## config.mk

```make
export PLATFORM = sky130hd
export DESIGN_NAME = pe_ctrl
export DESIGN_NICKNAME = d
export VERILOG_FILES = /design/src/rtl/pe_pkg.sv /design/src/rtl/pe_ctrl_vmem.sv /design/src/rtl/pe_ctrl.sv
export SDC_FILE = /design/constraint.sdc
export NUM_CORES = 1
export LEC_CHECK = 0
export CAP_MARGIN = 40
export CORE_MARGIN = 1.5
export CORE_UTILIZATION = 45
export DETAILED_ROUTE_END_ITERATION = 10
export PLACE_DENSITY = 0.89
export SYNTH_ARGS = -nofsm -noshare
export SYNTH_HDL_FRONTEND = slang
export SYNTH_SLANG_ARGS = --single-unit
```

## constraint.sdc

```tcl
create_clock -name clk -period 5.6 [get_ports clk]
set_input_delay 1.12 -clock clk [delete_from_list [all_inputs] [get_ports clk]]
set_output_delay 1.12 -clock clk [all_outputs]
set_load 0.05 [all_outputs]
```

## src/rtl/pe_pkg.sv

```systemverilog
// Shared definitions for the PE controller: FSM state encoding and default PE latency.
package pe_pkg;

  // Cycles from an issued beat to a stable PE integrate result.
  localparam int unsigned PE_LAT_DEFAULT = 3;

  // Width of membrane potential, threshold and result data.
  localparam int unsigned DATA_W = 8;

  typedef enum logic [2:0] {
    StIdle,
    StLoad,
    StAccum,
    StDrain,
    StCapt,
    StFin
  } state_e;

endpackage

```

## src/rtl/pe_ctrl_vmem.sv

```systemverilog
// Membrane-potential register for the PE controller.
// Ports:
//   clk, rst     - clock, asynchronous active-high reset
//   clear        - zero vmem (start of a run)
//   capt         - capture cycle; load the post-integrate potential
//   mode         - 0 = conv, 1 = pooling
//   conv_result  - {integrate[7:0], spike} from the PE
//   vth          - latched firing threshold
//   vmem         - current membrane potential
module pe_ctrl_vmem
  import pe_pkg::*;
(
  input  logic              clk,
  input  logic              rst,
  input  logic              clear,
  input  logic              capt,
  input  logic              mode,
  input  logic [DATA_W:0]   conv_result,
  input  logic [DATA_W-1:0] vth,
  output logic [DATA_W-1:0] vmem
);

  logic [DATA_W-1:0] vmem_d, vmem_q;

  always_comb begin
    vmem_d = vmem_q;
    if (clear) begin
      vmem_d = '0;
    end else if (capt) begin
      if (mode) begin
        // Pooling carries no potential between timesteps.
        vmem_d = '0;
      end else if (conv_result[0]) begin
        // Soft reset on spike: subtract the threshold, 8-bit wrap.
        vmem_d = conv_result[DATA_W:1] - vth;
      end else begin
        vmem_d = conv_result[DATA_W:1];
      end
    end
  end

  always_ff @(posedge clk or posedge rst) begin
    if (rst) begin
      vmem_q <= '0;
    end else begin
      vmem_q <= vmem_d;
    end
  end

  assign vmem = vmem_q;

endmodule

```

## src/rtl/pe_ctrl.sv

```systemverilog
// Sequencing controller for a spiking PE: per timestep it loads the membrane potential,
// streams cfg_groups spike-index beats, waits PE_LAT cycles, then captures the result.
// Optional feature macro: PE_CTRL_SPIKE_CNT_EN enables the saturating spike counter;
// without it spike_cnt is constant 0.
// Ports:
//   clk, rst                  - clock, asynchronous active-high reset
//   start, cfg_*              - run request and configuration (sampled in IDLE only)
//   in_valid/in_index/in_ready - spike-index beat handshake
//   pe_*                      - drive to the PE; ap_result/conv_result - results from the PE
//   res_valid/data/spike/ts   - one-cycle result strobe and payload
//   busy, done, spike_cnt     - run status
module pe_ctrl
  import pe_pkg::*;
#(
  parameter int unsigned NUM_CHANNELS = 16,
  parameter int unsigned PE_LAT       = PE_LAT_DEFAULT,
  parameter int unsigned MAX_GROUPS   = 16,
  parameter int unsigned MAX_TS       = 16,
  localparam int unsigned GW = $clog2(MAX_GROUPS + 1),
  localparam int unsigned TW = $clog2(MAX_TS + 1)
) (
  input  logic                    clk,
  input  logic                    rst,
  input  logic                    start,
  input  logic                    cfg_mode,
  input  logic [DATA_W-1:0]       cfg_vth,
  input  logic [GW-1:0]           cfg_groups,
  input  logic [TW-1:0]           cfg_ts,
  input  logic                    in_valid,
  input  logic [NUM_CHANNELS-1:0] in_index,
  output logic                    in_ready,
  output logic                    pe_mode,
  output logic                    pe_accum_src,
  output logic [NUM_CHANNELS-1:0] pe_index,
  output logic [DATA_W-1:0]       pe_vmem,
  output logic [DATA_W-1:0]       pe_vth,
  input  logic [DATA_W-1:0]       ap_result,
  input  logic [DATA_W:0]         conv_result,
  output logic                    res_valid,
  output logic [DATA_W-1:0]       res_data,
  output logic                    res_spike,
  output logic [TW-1:0]           res_ts,
  output logic                    busy,
  output logic                    done,
  output logic [DATA_W-1:0]       spike_cnt
);

  localparam int unsigned DW = (PE_LAT < 2) ? 1 : $clog2(PE_LAT);

  state_e state_q, state_d;

  logic              mode_q;
  logic [DATA_W-1:0] vth_q;
  logic [GW-1:0]     groups_q;
  logic [GW-1:0]     beat_q;
  logic [TW-1:0]     ts_cfg_q;
  logic [TW-1:0]     ts_q;
  logic [DW-1:0]     drain_q;

  logic start_run, accept, last_beat, drain_done, more_ts;

  assign start_run  = (state_q == StIdle) && start;
  assign accept     = in_valid && in_ready;
  assign last_beat  = accept && (({1'b0, beat_q} + (GW + 1)'(1)) == {1'b0, groups_q});
  assign drain_done = (drain_q == DW'(PE_LAT - 1));
  assign more_ts    = (({1'b0, ts_q} + (TW + 1)'(1)) < {1'b0, ts_cfg_q});

  // State register
  always_ff @(posedge clk or posedge rst) begin
    if (rst) begin
      state_q <= StIdle;
    end else begin
      state_q <= state_d;
    end
  end

  // Next-state logic
  always_comb begin
    state_d = state_q;
    unique case (state_q)
      StIdle:  if (start) state_d = StLoad;
      StLoad:  state_d = StAccum;
      StAccum: if (last_beat) state_d = StDrain;
      StDrain: if (drain_done) state_d = StCapt;
      StCapt:  state_d = more_ts ? StLoad : StFin;
      StFin:   state_d = StIdle;
      default: state_d = StIdle;
    endcase
  end

  // Outputs
  always_comb begin
    in_ready     = 1'b0;
    pe_accum_src = 1'b0;
    pe_index     = '0;
    res_valid    = 1'b0;
    res_data     = '0;
    res_spike    = 1'b0;
    done         = 1'b0;
    busy         = (state_q != StIdle);
    unique case (state_q)
      StLoad:  pe_accum_src = 1'b1;
      StAccum: begin
        in_ready = 1'b1;
        // Non-accepted cycles issue a zero bubble to the PE.
        if (in_valid) pe_index = in_index;
      end
      StCapt: begin
        res_valid = 1'b1;
        if (mode_q) begin
          res_data = ap_result;
        end else begin
          res_data  = conv_result[DATA_W:1];
          res_spike = conv_result[0];
        end
      end
      StFin:   done = 1'b1;
      default: ;
    endcase
  end

  // Run configuration and sequencing counters
  always_ff @(posedge clk or posedge rst) begin
    if (rst) begin
      mode_q   <= 1'b0;
      vth_q    <= '0;
      groups_q <= '0;
      ts_cfg_q <= '0;
      ts_q     <= '0;
      beat_q   <= '0;
      drain_q  <= '0;
    end else begin
      if (start_run) begin
        mode_q   <= cfg_mode;
        vth_q    <= cfg_vth;
        groups_q <= (cfg_groups == '0) ? GW'(1) : cfg_groups;
        ts_cfg_q <= (cfg_ts == '0) ? TW'(1) : cfg_ts;
        ts_q     <= '0;
      end else if ((state_q == StCapt) && more_ts) begin
        ts_q <= ts_q + TW'(1);
      end

      if (state_q == StLoad) begin
        beat_q <= '0;
      end else if (accept) begin
        beat_q <= beat_q + GW'(1);
      end

      if (state_q == StDrain) begin
        drain_q <= drain_q + DW'(1);
      end else begin
        drain_q <= '0;
      end
    end
  end

  pe_ctrl_vmem u_vmem (
    .clk         (clk),
    .rst         (rst),
    .clear       (start_run),
    .capt        (state_q == StCapt),
    .mode        (mode_q),
    .conv_result (conv_result),
    .vth         (vth_q),
    .vmem        (pe_vmem)
  );

  assign pe_mode = mode_q;
  assign pe_vth  = vth_q;
  assign res_ts  = ts_q;

`ifdef PE_CTRL_SPIKE_CNT_EN
  logic [DATA_W-1:0] spike_cnt_q;

  always_ff @(posedge clk or posedge rst) begin
    if (rst) begin
      spike_cnt_q <= '0;
    end else if (start_run) begin
      spike_cnt_q <= '0;
    end else if (res_valid && res_spike && (spike_cnt_q != '1)) begin
      spike_cnt_q <= spike_cnt_q + DATA_W'(1);
    end
  end

  assign spike_cnt = spike_cnt_q;
`else
  assign spike_cnt = '0;
`endif

endmodule

```

==> summary.txt, run 1 <==
Layout
  – Number of nets in the layout: between 400 and 500
  – Layout cells sized above 1: 6.17%
  – Area Growth Syn to Fin: 42.8%
  – Antenna diodes: 0
  – Layout filler cell count: approximately 460
  – Non-Filler Instances: 480

Place
  – HPWL Detailed: around 5.6 mm
  – Dpl ws: 1.58 ns
  – # port buffers: between 100 and 150
  – Post-Place Cells: 472
  – Gp weighted congestion: 0.816

Job
  – # Max-Cap Violations: 0

Timing
  – Min Tclk post-route: 4.00 ns
  – Worst Skew: 0.00992 ns
  – Slew Limit Fails: 0
  – Hold Slack: 0.429 ns
  – Worst Setup Slack, final: 1.60 ns
  – Slew HR: 50.2%
  – Unrepaired setup endpoints after global routing: no
  – Final period util: 71.4%
  – Least-Margin Pin Slew: roughly 0.74 ns
  – Sum Neg Setup Slack: 0 ns
  – Final Hold Vio Count: 0
  – Final setup fails: 0
  – Fmax: 250 MHz

Worst setup path
  – Critical Path Most Common Cell: clkdlybuf4s50_1
  – Crit-path cells: clkdlybuf4s50_1 > and3_1 > clkdlybuf4s50_1
  – R2R setup slack: roughly 3.3 ns
  – Startpoint Class: primary input
  – CP max stage delay: around 0.82 ns
  – Reg2reg end: res_ts[2]
  – Crit path launch: in_valid
  – Crit. End Element: output port
  – FF-to-FF path depth: 8
  – Worst flop-to-flop path startpoint: res_ts[0]
  – CP Class: in -> out
  – CP arrival: approximately 2.9 ns
  – CP max FO: 18
  – Critical Path RT: roughly 4.5 ns
  – Worst path slowest cell: clkdlybuf4s50_1

Logic synthesis
  – Async set-or-reset flop fraction in the synthesized netlist: 100%
  – FF+latch count, synth: 42
  – Ys Warns: 0
  – Syn_area_per_cell: 9.10 sq um
  – Post-synthesis cell count: 300
  – Post-synth EDFFs: 0
  – Post-Syn Area: 2730 sq um
  – Yosys cell types: 52
  – Main flop type after synthesis: dfrtp_1
  – Area contributors post-synth: dfrtp_1, ha_1, mux2i_1, o21ai_0, nor2_1
  – Top cell type's share of synthesized area: 38.5%
  – Sequential area share after synthesis: a little under 40%
  – Leading area contributor after synthesis: dfrtp_1

Clock network
  – CTS Buf Count: 5
  – Clk sink count: 42
  – CTS tree: built
  – Htree depth: 2
  – Hold Buf Count CTS: 0
  – Post-cts gate resize count: 0
  – Worst-path clk slew: 0.09 ns
  – Clock Latency Late Sink: 0.30 ns
  – Clk root buf: clkbuf_8
  – Post-CTS Setup Bufs: 0
  – CTS max path bufs: 2

Die
  – Rows: 28
  – DIE HEIGHT: roughly 80 um
  – Placeable Area: a little under 6000 sq um
  – Starting Density: 46.4%
  – Chip width: 80.9 um
  – Die ar.: 6540 sq um
  – Num ports: 116

Global routing
  – Initial antenna violation count: 0
  – Vias in the first global route: 2395
  – GR peak layer: met2
  – First-pass GRT wire length: 11.1 mm
  – Met3 Usage GRT: 3.60%
  – Met2 track demand over resource: 40.0%
  – Largest net degree at the start of global routing: between 40 and 50
  – Met1 Resource Use GR: 26.2%
  – GR Util All Layers: 22.2%
  – GR Overflow Total: 0

Route
  – Total number of vias: 2518
  – Post-Route WL: 7.21 mm
  – Starting DRC count in detailed routing: 133
  – DR vias/cell: between 5 and 6
  – Wirelength per Cell: 15.0 um
  – Routed Antenna Nets: 0
  – Initial DRT Pass Iterations: 4
  – Remaining DRCs: 0

Power and ir drop
  – Maximum vdd drop: 0.000190 V
  – Leakage power: about 0.0017 uW
  – Pwr Density: 432 nW/um^2

Hold path
  – Hold EP: drain_q[0]
  – Hold path cells: 1
  – Hold WC Path Type: reg -> reg
  – Hold path start: drain_q[0]

Status
  – Outcome: finished clean
==> per-layer routing <==
metal,vias to the layer above,routed length [um]
li1,1231,-
met1,1171,2930
met2,102,3640
met3,14,477
met4,0,170
met5,-,0
==> where the power goes <==
part           leakage [uW]  total, uW  switching [uW]  internal (uW)
clock             0.0000472        207             108           99.2
sequential         0.000533        525             116            409
combinational       0.00117        953             576            377
==> registers in the layout (all words and copies together) (netlist names), 2 cells and up <==
name,cells
pe_vth,8
u_vmem.vmem,8
beat_q,5
groups_q,5
res_ts,5
ts_cfg_q,5
state_q,3
drain_q,2
==> synthesized netlist by cell type, types with 4 or more instances <==
master and count:
o21ai_1 5, a21oi_1 8, inv_1 20, buf_2 4, o21ai_0 25, xor2_1 4, mux2_2 6, nor3_1 5
dfrtp_1 42, buf_4 8, mux2i_1 13, nand3_1 6, xnor2_1 9, and3_1 17, ha_1 14, nand2b_1 4
nor2b_1 5, nand2_1 25, nor2_1 33
==> final cells by class <==
cell class                 instances  area, sq um  share of cell area, %
inverter                          20         75.1                   1.93
sequential                        42         1050                   27.0
clock inverter                     2         12.5                  0.321
clock buffer                       6         82.6                   2.12
multi-input combinational        227         1500                   38.6
tap                               75         93.8                   2.41
timing repair buffer             108         1080                   27.7
==> cells by family (layout without fill, tap and decap cells) <==
group	count (synthesis)	after routing	share of synthesized area, %
compound gates	55	55	12.2
xor+xnor	13	13	4.17
fa+ha+maj	15	15	7.15
buf+inv	38	136	7.34
flops	42	42	38.5
mux	21	21	8.21
other cells	1	8	0.137
simple gates	115	115	22.3
==> layout by cell type (no fill, tap or decap), types with 5 or more instances in the layout <==
| cell type | count |
|---|---|
| clkbuf_8 | 6 |
| clkdlybuf4s50_1 | 107 |
| ha_1 | 14 |
| dfrtp_1 | 42 |
| nor2b_1 | 5 |
| nor3_1 | 5 |
| o21ai_0 | 25 |
| o21ai_1 | 5 |
| conb_1 | 8 |
| nor2_1 | 33 |
| mux2i_1 | 13 |
| mux2_2 | 6 |
| xnor2_1 | 9 |
| nand3_1 | 6 |
| nand2_1 | 25 |
| and3_1 | 17 |
| inv_1 | 20 |
| a21oi_1 | 8 |
==> worst max path at each step <==
stage               slack, ns           end
floorplan                2.55  pe_index[10]
global placement         1.67   pe_index[2]
detailed placement       1.58   pe_index[1]
CTS                      1.58   pe_index[1]
global route             1.46   pe_index[1]
finish                   1.60   pe_index[1]
==> critical path: cells and delay by family <==
family,cells,cell delay (ns)
AND/OR/NAND/NOR,1,0.24
buffers and inverters,2,1.52
==> through the flow <==
step	power, uW	utilization (%)	area, sq um
2_1_floorplan	1190	-	2760
3_3_place_gp	1440	64.6	3800
3_5_place_dp	1470	64.6	3800
4_1_cts	1680	66.2	3900
5_1_grt	1790	66.2	3900
6_report	1690	66.2	3900
No activity file was read; power rests on OpenSTA's default activity.
==> run 2, diff against run 1 <==
--- a/config.mk
+++ b/config.mk
@@ -7,9 +7,9 @@
 export LEC_CHECK = 0
 export CAP_MARGIN = 40
 export CORE_MARGIN = 1.5
-export CORE_UTILIZATION = 45
+export CORE_UTILIZATION = 39
 export DETAILED_ROUTE_END_ITERATION = 10
-export PLACE_DENSITY = 0.89
+export PLACE_DENSITY = 0.82
 export SYNTH_ARGS = -nofsm -noshare
 export SYNTH_HDL_FRONTEND = slang
 export SYNTH_SLANG_ARGS = --single-unit
==> constraint.sdc (replaced) <==
create_clock -name clk -period 3.4 [get_ports clk]
set_input_delay 0.68 -clock clk [delete_from_list [all_inputs] [get_ports clk]]
set_output_delay 0.68 -clock clk [all_outputs]
set_load 0.05 [all_outputs]
==> summary.txt, run 2 (synthesis results as in run 1) <==
Layout
  – Commonest non-fill, non-tap cell in the layout: clkdlybuf4s50_1
  – Layout cells sized above 1: 9.83%
  – Fin util: between 50% and 60%
  – Antenna diodes: 0
  – Number of nets in the layout: 478
  – Most frequent cells in the layout: clkdlybuf4s50_1, dfrtp_1, nor2_1, nand2_1, o21ai_0
  – Non-Filler Instances: 503
  – Design Area, Final: 3900 sq um
  – Area Growth Syn to Fin: 42.8%

Worst setup path
  – Crit-path cells: nor2_4 > nand2_2 > nor2_1 > nand2_1 > inv_1 > clkdlybuf4s50_1
  – Critical Path RT: 2.72 ns
  – CP max FO: 14
  – Worst flop-to-flop path startpoint: res_ts[0]
  – CP max stage delay: 0.80 ns
  – R2R setup slack: about 1.1 ns
  – CP arrival: 2.52 ns
  – FF-to-FF path depth: 8
  – Startpoint Class: flop
  – Crit. End Element: output port
  – Worst path slowest cell: clkdlybuf4s50_1
  – CP Class: reg -> out
  – Reg2reg end: res_ts[2]

Place
  – Gp weighted congestion: just over 0.8
  – HPWL Detailed: roughly 5.5 mm
  – Post-DP Area: 3820 sq um
  – # port buffers: 107
  – Post-Place Cells: 496

Timing
  – Least-Margin Pin Slew: 0.540 ns
  – Slew Limit Fails: 0
  – Final setup fails: 0
  – Sum Neg Setup Slack: 0 ns
  – Min Tclk post-route: 3.20 ns
  – Final Hold Vio Count: 0
  – Worst Skew: just over 0.005 ns
  – Slew HR: 63.9%
  – Fmax: around 310 MHz
  – Final period util: between 90% and 100%
  – Unrepaired setup endpoints after global routing: no

Global routing
  – Vias in the first global route: 2396
  – First-pass GRT wire length: between 10 and 15 mm
  – Largest net degree at the start of global routing: 43
  – Initial antenna violation count: 0
  – GR Overflow Total: 0
  – GR Util All Layers: 18.5%

Power and ir drop
  – Pwr Density: approximately 700 nW/um^2
  – Leakage power: 0.00178 uW
  – Total power: 2720 uW
  – Maximum vdd drop: 0.000348 V

Route
  – Remaining DRCs: 0
  – Post-Route WL: 6.92 mm
  – Initial DRT Pass Iterations: 4
  – Starting DRC count in detailed routing: 81
  – Routed Antenna Nets: 0
  – Wirelength per Cell: 13.8 um
  – DR vias/cell: 4.95
  – Total number of vias: 2491

Die
  – Starting Density: between 40% and 50%
  – Placeable Area: 6790 sq um
  – Rows: 30
  – Num ports: 116
  – Chip width: roughly 87 um
  – DIE HEIGHT: 86.7 um
  – Die ar.: 7510 sq um

Clock network
  – Post-cts gate resize count: 0
  – Htree depth: 2
  – Hold Buf Count CTS: 0
  – CTS max path bufs: 2
  – Clock Latency Late Sink: 0.29 ns
  – Worst-path clk slew: 0.07 ns
  – Clk sink count: 42
  – CTS Buf Count: 5
  – CTS tree: built
  – Clk root buf: clkbuf_8
  – Post-CTS Setup Bufs: 0

Hold path
  – Hold EP: drain_q[0]
  – Hold path cells: 1
  – Hold WC Path Type: reg -> reg
  – Hold path start: drain_q[0]

Status
  – Outcome: finished clean

Job
  – # Max-Cap Violations: 0
## run 2: routing by layer
| metal | global-route usage, % | vias to the layer above | part of all wire [%] |
|---|---|---|---|
| met5 | 0 | - | 0 |
| met4 | 6.01 | 0 | 1.3 |
| met3 | 4.29 | 9 | 5.6 |
| met2 | 32.5 | 82 | 50 |
| met1 | 22.4 | 1168 | 43 |
| li1 | - | 1232 | - |
## run 2: layout make-up
class	instances	area, sq um
multi-input combinational	227	1500
tap	96	120
sequential	42	1050
fill	596	2900
inverter	20	75.1
clock inverter	2	10.0
clock buffer	5	68.8
timing repair buffer	111	1070
## run 2: critical path: cells and delay by family, from the launching register on
kind | cells | cell delay [ns]
buf+inv | 2 | 0.87
flops | 1 | 0.51
simple gates | 4 | 0.85
## run 2: stage by stage
step / hold slack [ns] / setup slack (ns)
5_1_grt: 0.459 / 0.0226
6_report: 0.442 / 0.200
3_3_place_gp: 0.412 / 0.480
4_1_cts: 0.433 / 0.194
3_5_place_dp: 0.423 / 0.440
2_1_floorplan: 0.402 / 0.790
## run 2: power breakdown
group          leakage [uW]  switching (uW)  internal [uW]  total, uW
combinational       0.00120             960            620       1580
clock             0.0000438             158            138        296
sequential         0.000533             167            675        842
total               0.00178            1290           1430       2720
## run 2: worst max-delay path by stage
| stage | start | end | slack (ns) | depth (start not counted) |
|---|---|---|---|---|
| after floorplan | state_q[2] | pe_index[10] | 0.79 | 4 |
| after detailed placement | in_valid | pe_index[10] | 0.44 | 3 |
| after global routing | state_q[0] | res_spike | 0.02 | 6 |
| after CTS | state_q[0] | res_spike | 0.19 | 6 |
| final | state_q[0] | res_spike | 0.20 | 6 |
| after global placement | conv_result[0] | res_spike | 0.48 | 4 |
==> run 3, diff against run 2 <==
--- a/config.mk
+++ b/config.mk
@@ -10,6 +10,7 @@
 export CORE_UTILIZATION = 39
 export DETAILED_ROUTE_END_ITERATION = 10
 export PLACE_DENSITY = 0.82
+export SKIP_CTS_REPAIR_TIMING = 1
 export SYNTH_ARGS = -nofsm -noshare
 export SYNTH_HDL_FRONTEND = slang
 export SYNTH_SLANG_ARGS = --single-unit
==> results of run 3 <==
Final layout, timing and power as in run 2 (identical DEF).
